==> src/rtl/bus_timer.sv <==
// bus_timer: memory-mapped countdown timer slave on the CPU data-memory bus.
// Registers: CTRL (EN/MODE/IM), PRESET, COUNT (read-only). Raises irq on expiry.
module bus_timer #(
  parameter int WIDTH     = 32,
  parameter int CTRL_BITS = 4
) (
  input  logic             clk,
  input  logic             reset,
  input  logic             sel,
  input  logic             we,
  input  logic [1:0]       addr,
  input  logic [WIDTH-1:0] wdata,
  output logic [WIDTH-1:0] rdata,
  output logic             irq
);

  localparam int EN_B = 0;
  localparam int IM_B = 3;
  localparam logic [WIDTH-1:0] ONE = WIDTH'(1);

  typedef enum logic [1:0] {IDLE, LOAD, CNT, INT} state_t;

  state_t               state, state_nxt;
  logic [CTRL_BITS-1:0] ctrl_q, ctrl_eff, ctrl_nxt;
  logic [WIDTH-1:0]     preset_q, count_q, count_nxt;
  logic                 irq_flag, flag_nxt;
  logic                 wr_ctrl, wr_preset;
  logic                 en_eff, auto_eff, auto_q;

  assign wr_ctrl   = sel & we & (addr == 2'd0);
  assign wr_preset = sel & we & (addr == 2'd1);

  // FSM sees CTRL as it will be after a same-cycle CPU write
  assign ctrl_eff = wr_ctrl ? wdata[CTRL_BITS-1:0] : ctrl_q;
  assign en_eff   = ctrl_eff[EN_B];
  // MODE=1x behaves as one-shot, so only 01 selects auto-reload
  assign auto_eff = (ctrl_eff[2:1] == 2'b01);
  assign auto_q   = (ctrl_q[2:1] == 2'b01);

  // Next-state, count and flag logic
  always_comb begin
    state_nxt = state;
    count_nxt = count_q;
    ctrl_nxt  = ctrl_eff;
    flag_nxt  = wr_ctrl ? 1'b0 : irq_flag;
    case (state)
      IDLE: if (en_eff) state_nxt = LOAD;
      LOAD: begin
        // load happens even if EN is cleared this cycle; CNT exits next
        count_nxt = preset_q;
        state_nxt = CNT;
      end
      CNT: begin
        if (!en_eff) begin
          state_nxt = IDLE;
        end else if (count_q > ONE) begin
          count_nxt = count_q - ONE;
        end else begin
          count_nxt = '0;
          state_nxt = INT;
        end
      end
      INT: begin
        if (auto_eff) begin
          state_nxt = en_eff ? LOAD : IDLE;
        end else begin
          state_nxt = IDLE;
          // a CPU CTRL write in this cycle wins over the expiry side effects
          if (!wr_ctrl) begin
            flag_nxt       = 1'b1;
            ctrl_nxt[EN_B] = 1'b0;
          end
        end
      end
      default: state_nxt = IDLE;
    endcase
  end

  // State and register update
  always_ff @(posedge clk or negedge reset) begin
    if (!reset) begin
      state    <= IDLE;
      ctrl_q   <= '0;
      preset_q <= '0;
      count_q  <= '0;
      irq_flag <= 1'b0;
    end else begin
      state    <= state_nxt;
      ctrl_q   <= ctrl_nxt;
      count_q  <= count_nxt;
      irq_flag <= flag_nxt;
      if (wr_preset) preset_q <= wdata;
    end
  end

  // Zero-wait-state read mux
  always_comb begin
    case (addr)
      2'd0:    rdata = WIDTH'(ctrl_q);
      2'd1:    rdata = preset_q;
      2'd2:    rdata = count_q;
      default: rdata = '0;
    endcase
  end

  // Level irq in one-shot, one-cycle pulse in auto-reload
  assign irq = ctrl_q[IM_B] & (auto_q ? (state == INT) : irq_flag);

endmodule

==> config.mk <==
export PLATFORM = sky130hd
export DESIGN_NAME = bus_timer
export DESIGN_NICKNAME = d
export VERILOG_FILES = /design/src/rtl/bus_timer.sv
export SDC_FILE = /design/constraint.sdc
export NUM_CORES = 1
export LEC_CHECK = 0
export BUFFER_PORTS_ARGS = -buffer_cell sky130_fd_sc_hd__buf_2
export CORE_MARGIN = 2
export CORE_UTILIZATION = 55
export DETAILED_ROUTE_END_ITERATION = 16
export PLACE_DENSITY = 0.79
export SYNTH_ARGS = -nofsm -noshare
export SYNTH_HDL_FRONTEND = slang
export SYNTH_SLANG_ARGS = --single-unit
export TNS_END_PERCENT = 1
==> constraint.sdc <==
create_clock -name clk -period 5.2 [get_ports clk]
set_input_delay 0.52 -clock clk [delete_from_list [all_inputs] [get_ports clk]]
set_output_delay 0.52 -clock clk [all_outputs]
set_load 0.1 [all_outputs]
# Yosys cells after proc, flatten, opt, wreduce, memory -nomap -nowiden

Cells that the tools add are included.

Output and inout bits: 33
Bits of input ports: 38
Logic and storage cells: 46
Flip-flop bits (word level): 71

Add/sub/neg operators: 1
Reductions and logical operators: 5
Multiplexer cells: 19
Order comparisons: 1
Eq/ne operators: 10
Bitwise operators: 4

Operator list:

| kind                  | number |
|---|---|
| $pmux 32 s3           | 1 |
| $mux 32               | 2 |
| $pmux 32 s2           | 1 |
| $gt 32x1->1 const B   | 1 |
| $sub 32x1->32 const B | 1 |
| $mux 1                | 10 |
| $eq 2x1->1 const B    | 4 |
| $pmux 2 s4            | 1 |
| $eq 2x2->1 const B    | 3 |
| $mux 2                | 3 |
| $and 1x1->1           | 4 |
| $logic_not 2->1       | 2 |
| $ne 2x2->1 const B    | 2 |
| $reduce_and 2->1      | 2 |
| $mux 3                | 1 |
| $ne 3x3->1 const B    | 1 |
| $reduce_bool 2->1     | 1 |

# Longest topological paths before layout

Depth in word-level cells: 6
Gate-level depth with buffers: 9
Mapped depth without buffers: 7

# Worst setup path before layout

Ideal clock, no wire load.

Kind: input to output
From: in addr[1]
To: out rdata[0]
Slack: 1676 ps
Stages on the path: 3
Arrival time: 3004 ps
Data required time: 4680 ps
Buffers on the path: 1
Cells stage by stage: clkbuf_1 mux2i_1 o21ai_0

Longest elaborated chain between the ends: 2
Elaborated cells between the ends (all ways): 4
Those cells by class: eq/ne (2); mux (1); reduce/logical (1)

Ends and longest elaborated chain:

| what                                     | RTL line | text |
|---|---|---|
| start, declared                          | 11       | `input logic [1:0] addr,` |
| $eq 2x2->1, or another cell as far along | 98       | `case (addr)` |
| $pmux 32 s3 *                            | 98       |  |
| end, declared                            | 13       | `output logic [WIDTH-1:0] rdata,` |

Mark *: on every way between the ends. The rest lies on a longest branch, timed or not.

# Worst setup path after layout

From: reg count_q[10]
To: reg count_q[25]

Longest elaborated chain between the ends: 4
Elaborated cells between the ends (all ways): 5
Those cells by class: add/sub (1); order compare (1); mux (3)

Ends and longest elaborated chain:

| what                                         | RTL line | text |
|---|---|---|
| start, declared                              | 25       | `logic [WIDTH-1:0] preset_q, count_q, count_nxt;` |
| start signal, assigned                       | 90       | `count_q <= count_nxt;` |
| $sub 32x1->32 or $gt 32x1->1 (tied branches) | 57, 56   |  |
| $mux 32 *                                    | 56       | `end else if (count_q > ONE) begin` |
| $mux 32 *                                    | 54       | `if (!en_eff) begin` |
| $pmux 32 s2 *                                | 46       | `case (state)` |

Mark *: on every way between the ends. The rest lies on a longest branch, timed or not. The select of a mux whose other input is x is not followed.
A chain may end at the register's enable or synchronous reset.

==> qor.csv <==
metric,value,unit
status,"complete, no violations",
final hold vios,0,
area used by multi-input combinational logic,2115,sq um
number of antenna-violating nets in the routed design,0,
syn avg cell area,9.893,sq um
main combinational cell family by area after synthesis,compound AO/OA/AOI/OAI gates,
"Reg clk slew, reported paths",0.08,ns
first-pass GRT wire length,17330,um
Remaining DRCs,0,
Post-Layout Inst Area,4667,sq um
CTS Buffer Depth,2,
maximum vdd drop,277.0,uV
initial antenna violation count,0,
gr usage total,26.36,%
"commonest non-fill, non-tap cell in the layout",dfrtp_1,
Cell Pwr Density,591.8,nW/um^2
Adder-Cell Fraction of Synth Area,0.6184,%
Unique masters post-synth,51,
Post-Syn Area,4046,sq um
post-synthesis mux area share,11.01,%
post-synth top area cell,dfrtp_1,
Leakage Power,2.075,nW
cells after synthesis,409,
Worst setup EP type,flop,
GRT overflow,0,
Initial Util,56.39,%
sequential-to-total area share from yosys stat,43.91,%
"flops & latches, synth",71,
Clock Sink Count,71,
DRT iter0 DRCs,353,
unrepaired setup endpoints after global routing,no,
Num CTS Buffers,9,
vias after detailed routing,3656,
Area Overhead vs Synth,15.34,%
Post-Syn Nets,449,
Skew-Pair Late Insertion Delay,0.35,ns
Max Clock Skew,0.006396,ns
Synth area leaders,"dfrtp_1 (44%), mux2_2 (10%), a22o_1 (10%), o21ai_0 (4.2%), nand2_1 (3.3%)",
complex-gate fraction of the synthesized area,24.06,%
most frequent cells in the layout,"dfrtp_1 (71), buf_2 (70), a22o_1 (46)",
post-CTS resize count,0,
reg-to-reg critical path endpoint,count_q[25],
CTS H-tree depth,3,
first drt pass iteration count,7,
Filler Cells Inserted,596,
Tcrit/Tclk final,57.77,%
Routed WL,10280,um
# diodes,0,
nets,507,
die area,8060,sq um
Post-CTS Setup Repair Bufs,0,
critical path class,flop to flop,
Crit Path Max Fanout,38,
reg2reg setup slack,2.20,ns
vias in the first global route,3548,
min Tclk post-route,3.004,ns
Placement Setup Slack,2.061,ns
Post-Synth XOR/XNOR Area,0,%
required time worst endpoint,5.44,ns
hold_buf cts,0,
max-slew violations,0,
Die Y,89.78,um
IO Pins,71,
Hold Path Class,input port to async pin,
Ys Warns,0,
CTS tree,yes,
Die Wd,89.78,um
DR WL/cell,18.01,um
Port Buffer Count,70,
worst r2r src,count_q[10],
Core Rows,31,
Synth Flop Type,dfrtp_1,
Hold WS,0.3832,ns
RePlAce Congestion,0.8669,
FF+latch area,1777,sq um
share of cells above drive strength 1,28.81,%
Worst-Margin Slew,1.192,ns
TNS Setup,0,ns
average vias per placed instance,6.403,
depth of the worst register-to-register path,6,
Critical Path AT,3.24,ns
Placed Area,4456,sq um
Yosys top cell area share,43.91,%
worst setup margin,2.196,ns
CTS root buf,clkbuf_8,
total core area,7176,sq um
number of synthesized flops with an enable pin,0,
Setup-failing EPs final,0,
Post-Synth Simple-Gate Area,16.45,%
Startpoint Class,flop,
dpl hpwl,6869,um
asr flop ratio synth,100.0,%
relative slew slack,20.15,%
largest net degree at the start of global routing,72,
Pwr Total,2.762,mW
fmax,0.3329,GHz
Max-cap violations,0,
state kept, by name, indices dropped and copies added, names as in the netlist:
name / count
count_q: 32
ctrl_q: 4
irq_flag: 1
preset_q: 32
state: 2
how the worst max path moves through the flow:
stage / cells past startpoint / endpoint / startpoint
floorplan: 3 / rdata[0] / addr[1]
global placement: 8 / count_q[25] / addr[1]
detailed placement: 8 / count_q[25] / addr[1]
CTS: 4 / rdata[11] / addr[1]
global route: 6 / count_q[25] / count_q[10]
finish: 6 / count_q[25] / count_q[10]
stage by stage:
step | std cells | utilization (%)
floorplan | 409 | -
global placement | 555 | 62.09
detailed placement | 555 | 62.09
CTS | 571 | 65.04
global route | 571 | 65.04
finish | 571 | 65.04
synth_stat cells (5+ instances only):
library cell / n
or4_1: 6
o41ai_1: 9
or3_1: 7
dfrtp_1: 71
clkbuf_1: 18
mux2_2: 36
o211ai_1: 5
o21ai_0: 34
inv_1: 8
nor4_1: 10
a22o_1: 46
nand3_1: 8
o31ai_1: 6
nor2_1: 17
nand2b_1: 5
buf_2: 8
a21oi_1: 5
nand4_1: 5
nor3_1: 13
nand2_1: 36
nor2b_1: 6
layer usage:
| layer | GRT usage (%) | up-vias | share of wire [%] |
|---|---|---|---|
| li1 | - | 1685 | - |
| met4 | 9.744 | 0 | 2.5 |
| met2 | 43.69 | 153 | 49 |
| met5 | 0 | - | 0 |
| met1 | 34.66 | 1794 | 42 |
| met3 | 5.113 | 24 | 6.2 |
worst max-delay path: stages (launching register included):
cell and delay, ns:
dfrtp_1 0.43, or4_4 0.58, nor3_1 0.56, a31o_1 0.42, buf_4 0.41, o21ai_0 0.15
a221o_1 0.33
cells by family after synthesis:
logic type,after synthesis
buffers and inverters,39
AND/OR/NAND/NOR,127
flip-flops,71
adder cells (fa/ha/maj),2
AO/OA/AOI/OAI,130
multiplexers,40
where the power goes:
part | internal [mW] | switching (mW)
registers | 0.741 | 0.238
logic | 0.421 | 0.882
clock network | 0.267 | 0.214
total | 1.43 | 1.33
layout make-up:
class | count | area share [%]
Multi-Input combinational cell | 299 | 45.31
Sequential cell | 71 | 38.07
Timing Repair Buffer | 78 | 8.794
Clock buffer | 9 | 2.654
Tap cell | 99 | 2.654
Clock inverter | 7 | 1.877
Inverter | 8 | 0.6434
Note: power is estimated with default switching activity, not from simulation.
